### src/rtl/async_fifo.sv
// -----------------------------------------------------------------------------
// async_fifo
//   Single-clock first-in/first-out buffer. A producer and a consumer hand off
//   data words through DEPTH storage entries, each side using its own request
//   line. Words leave in the order they were written.
//
//   Ports
//     clk         single clock; all state changes on the rising edge
//     rst_n       asynchronous active-low reset
//     i_wr_en     write request
//     i_wr_data   write data, sampled with i_wr_en
//     i_rd_en     read request
//     o_rd_data   registered read data, valid one cycle after an accepted read
//     o_wr_full   all DEPTH entries are occupied
//     o_rd_empty  no entries are occupied
//
//   Parameters
//     DEPTH  number of entries (power of two, >= 2)
//     WIDTH  data word width in bits
// -----------------------------------------------------------------------------
module async_fifo #(
  parameter int DEPTH = 4,
  parameter int WIDTH = 8
) (
  input  logic             clk,
  input  logic             rst_n,
  input  logic             i_wr_en,
  input  logic [WIDTH-1:0] i_wr_data,
  input  logic             i_rd_en,
  output logic [WIDTH-1:0] o_rd_data,
  output logic             o_wr_full,
  output logic             o_rd_empty
);

  localparam int AW = $clog2(DEPTH);

  // One extra wrap bit distinguishes "full" from "empty" when the addresses
  // coincide; the pointers count modulo 2*DEPTH.
  logic [AW:0]      wr_ptr;
  logic [AW:0]      rd_ptr;
  logic [AW-1:0]    wr_addr;
  logic [AW-1:0]    rd_addr;
  logic             wr_accept;
  logic             rd_accept;
  logic [WIDTH-1:0] mem [DEPTH];

  assign wr_addr = wr_ptr[AW-1:0];
  assign rd_addr = rd_ptr[AW-1:0];

  // Flags come straight from the registered pointers, so they move in the
  // same cycle the pointers do.
  assign o_rd_empty = (wr_ptr == rd_ptr);
  assign o_wr_full  = (wr_addr == rd_addr) && (wr_ptr[AW] != rd_ptr[AW]);

  // A write while full and a read while empty are simply ignored, which keeps
  // occupancy within 0..DEPTH. When empty, a simultaneous write is not
  // bypassed to the read port.
  assign wr_accept = i_wr_en && !o_wr_full;
  assign rd_accept = i_rd_en && !o_rd_empty;

  // NOTE: the storage array has no reset; the pointers alone define which
  // entries hold live data, so clearing the array would only cost reset fanout.
  always_ff @(posedge clk) begin
    if (wr_accept) begin
      mem[wr_addr] <= i_wr_data;
    end
  end

  // NOTE: sequential state uses non-blocking assignments so every register
  // samples pre-edge values regardless of statement order.
  always_ff @(posedge clk or negedge rst_n) begin
    if (!rst_n) begin
      wr_ptr <= '0;
    end else if (wr_accept) begin
      wr_ptr <= wr_ptr + 1'b1;
    end
  end

  // Read data is registered and holds until the next accepted read.
  always_ff @(posedge clk or negedge rst_n) begin
    if (!rst_n) begin
      rd_ptr    <= '0;
      o_rd_data <= '0;
    end else if (rd_accept) begin
      rd_ptr    <= rd_ptr + 1'b1;
      o_rd_data <= mem[rd_addr];
    end
  end

endmodule

### config.mk
export PLATFORM = sky130hd
export DESIGN_NAME = async_fifo
export DESIGN_NICKNAME = d
export VERILOG_FILES = /design/src/rtl/async_fifo.sv
export SDC_FILE = /design/constraint.sdc
export NUM_CORES = 1
export LEC_CHECK = 0
export CORE_MARGIN = 2
export CORE_UTILIZATION = 45
export CTS_CLUSTER_DIAMETER = 40
export DETAILED_ROUTE_END_ITERATION = 16
export HOLD_SLACK_MARGIN = 0.05
export PLACE_DENSITY_LB_ADDON = 0.12
export SLEW_MARGIN = 15
export SYNTH_ARGS = -nofsm -noshare
export SYNTH_HDL_FRONTEND = slang
export SYNTH_SLANG_ARGS = --single-unit
### constraint.sdc
create_clock -name clk -period 2 [get_ports clk]
set_input_delay 0.3 -clock clk [delete_from_list [all_inputs] [get_ports clk]]
set_output_delay 0.3 -clock clk [all_outputs]
set_load 0.05 [all_outputs]
==> flow_summary.json <==
{
  "postCtsSetupBuffers": 0,
  "htree_levels": 2,
  "p_int_mw": 2.47,
  "rsz0062_at_grt": "false",
  "finalCritPeriodShare_pct": 94.2,
  "cts_resized": 0,
  "p_leak_nw": 0.893,
  "path_depth": 3,
  "clockRootBuffer": "clkbuf_8",
  "setup_tns_ns": 0,
  "routed.top_layer": "met4",
  "cts.sink_count": 46,
  "synth_edf_count": 32,
  "clock_path_buffers": 2,
  "async_flop_share_pct": 30.4,
  "port_buffers": 21,
  "drcViolationCount": 0,
  "cts_tree": "built",
  "cap_violations": 0,
  "ir_drop_mv": 0.647,
  "cp.arrival_ns": 2.06,
  "grt-ovfl-total": 0,
  "path_cells": "xnor2_2 > a31o_1 > mux2_4",
  "crit_family": "compound AO/OA/AOI/OAI gates",
  "hpwl_um": 1980,
  "wl_um": 2920,
  "slew_violations": 0,
  "diodes": 0,
  "multi_input_area_um2": 587,
  "syn_to_final_growth_pct": 18.9,
  "antenna_found_initial": 0,
  "powerDensity_mw_per_mm2": 1690,
  "drtIter0Drc": 47,
  "rr_worst_depth": 3,
  "synth_area_leader_cell": "edfxtp_1",
  "pin_count": 22,
  "path_class": "reg -> reg",
  "core_mm2": 0.00409,
  "clk_latency_ns": 0.30,
  "syn_nets": 113,
  "ys_seq_area_share_pct": 67.5,
  "numCtsBuffers": 5,
  "wl_met2_um": 1480,
  "power.share.switching_pct": 36.9,
  "vias": 919,
  "period_minus_slack_ns": 1.88,
  "drive_above_1_share_pct": 19.2,
  "cp_slowest_cell": "a31o_1",
  "final-seq-area_mm2": 0.00131,
  "grt_pass1_wl_um": 4830,
  "end_kind": "register",
  "fin_hold_ws_ns": 0.405,
  "grt_pass1_vias": 972,
  "yosysMostFrequentCell": "edfxtp_1",
  "fp.dieH_um": 69.7,
  "p_total_mw": 3.91,
  "synthTopCellsByCount": "edfxtp_1 (32), dfrtp_1 (14), mux2_4 (9)",
  "start_kind": "register",
  "p_switching_mw": 1.44,
  "p_seq_share_pct": 38.6,
  "grt_max_degree": 15,
  "hold_viol": 0,
  "p_comb_share_pct": 47.8,
  "routedLengthMet1_um": 1290,
  "nets": 141,
  "path_buf_inv": 0,
  "gp_congestion": 0.673,
  "dieArea_mm2": 0.00486,
  "slew-limit-headroom_pct": 53.7,
  "wl_met3_um": 115,
  "place_inst": 167,
  "skew_ns": 0.0135,
  "post_drt_wl_per_cell_um": 16.7,
  "fin_cells": 175,
  "hp-class": "in -> async",
  "clk_pin_slew_worst_paths_ns": 0.09,
  "synth_top_area_share_pct": 49.5,
  "synthTopCellsByArea": "edfxtp_1 (49%), dfrtp_1 (18%), mux4_1 (11%)",
  "synth_cells": 96,
  "rows": 23,
  "pwr-share-clk_pct": 13.6,
  "slowest_delay_ns": 0.65,
  "fillers": 308,
  "setup_viol": 0,
  "max_freq_mhz": 531,
  "critPathMaxFanout": 10,
  "synth_area_per_cell_um2": 20.2,
  "synthFlopType": "edfxtp_1",
  "synth_warnings": 0,
  "r2r_slack_ns": 0.12,
  "viasPerCell": 5.25,
  "synth_cell_type_count": 19,
  "ys_ff_latch": 46,
  "tightestPinTransition_ns": 0.695,
  "initial_core_util_pct": 47.6,
  "status": "finished, final reports clean",
  "cp_data_required_time_ns": 2.18,
  "die-width_um": 69.7,
  "ant_nets": 0,
  "dr.pass1.iters": 4,
  "cts_hold_buf": 0,
  "syn-cell-area_mm2": 0.00194,
  "grt_use_total_pct": 13.8
}
## logic make-up after synthesis
logic type,count (synthesis),share of synthesized area [%]
adder cells (fa/ha/maj),5,3.22
flip-flops,46,67.5
AND/OR/NAND/NOR,8,1.93
XOR/XNOR,8,4.96
AO/OA/AOI/OAI,4,1.74
buffers and inverters,7,2.32
multiplexers,18,18.4
## sequential cells by signal (all words and copies together), names as in the netlist
| register | cells |
|---|---|
| mem | 32 |
| o_rd_data | 8 |
| rd_ptr | 3 |
| wr_ptr | 3 |
## worst paths after layout
| kind | to | start |
|---|---|---|
| hold reg to reg | o_rd_data[6] | o_rd_data[6] |
| max in group asynchronous | o_rd_data[1] | rst_n |
| setup / recovery | o_rd_data[1] | wr_ptr[1] |
| min in group clk | o_rd_data[6] | o_rd_data[6] |
| hold / removal | rd_ptr[2] | rst_n |
| setup reg to reg | o_rd_data[1] | wr_ptr[1] |
## power by group through the flow
stage	clock (mW)	combinational [mW]	sequential [mW]
4_1_cts	0.551	1.89	1.51
2_1_floorplan	0	1.10	1.78
3_5_place_dp	0	1.88	1.53
5_1_grt	0.594	2.00	1.54
3_3_place_gp	0	1.86	1.52
6_report	0.533	1.87	1.51
## worst register-to-register path, cell delays in order, from the launching register on
cell and delay [ns]:
dfrtp_1 0.46, xnor2_2 0.29, a31o_1 0.65, mux2_4 0.36
## cell usage in the layout, fill, tap and decap left out, types with 2 or more instances in the layout
master           count
edfxtp_1            32
clkdlybuf4s50_1     19
dfrtp_1             14
mux2_4               9
mux4_1               8
ha_1                 5
clkbuf_8             5
inv_1                4
xnor2_1              3
nand2_1              3
xor2_1               3
and2_1               3
buf_4                3
nor2_1               2
a31oi_1              2
buf_12               2
## per-layer routing
| metal | up-vias | global-route usage (%) |
|---|---|---|
| li1 | 424 | - |
| met1 | 473 | 16.9 |
| met2 | 18 | 22.4 |
| met3 | 4 | 5.23 |
| met4 | 0 | 5.13 |
| met5 | - | 0 |
## metrics by stage
| stage | setup WS (ns) | area (µm²) | util, % |
|---|---|---|---|
| floorplan | 0.184 | 1940 | - |
| global placement | 0.148 | 2230 | 54.5 |
| detailed placement | 0.111 | 2230 | 54.5 |
| CTS | 0.0980 | 2310 | 56.5 |
| global route | 0.0175 | 2310 | 56.5 |
| finish | 0.116 | 2310 | 56.5 |
## final cells by class
type	count	share of cell area, %
flip-flops and latches	46	56.8
multi-input cells	43	25.4
repair buffers	24	10.9
clock buffers	6	3.14
well taps	50	2.71
inverters	4	0.650
clock inverters	2	0.379
(Power assumes the default switching activity.)
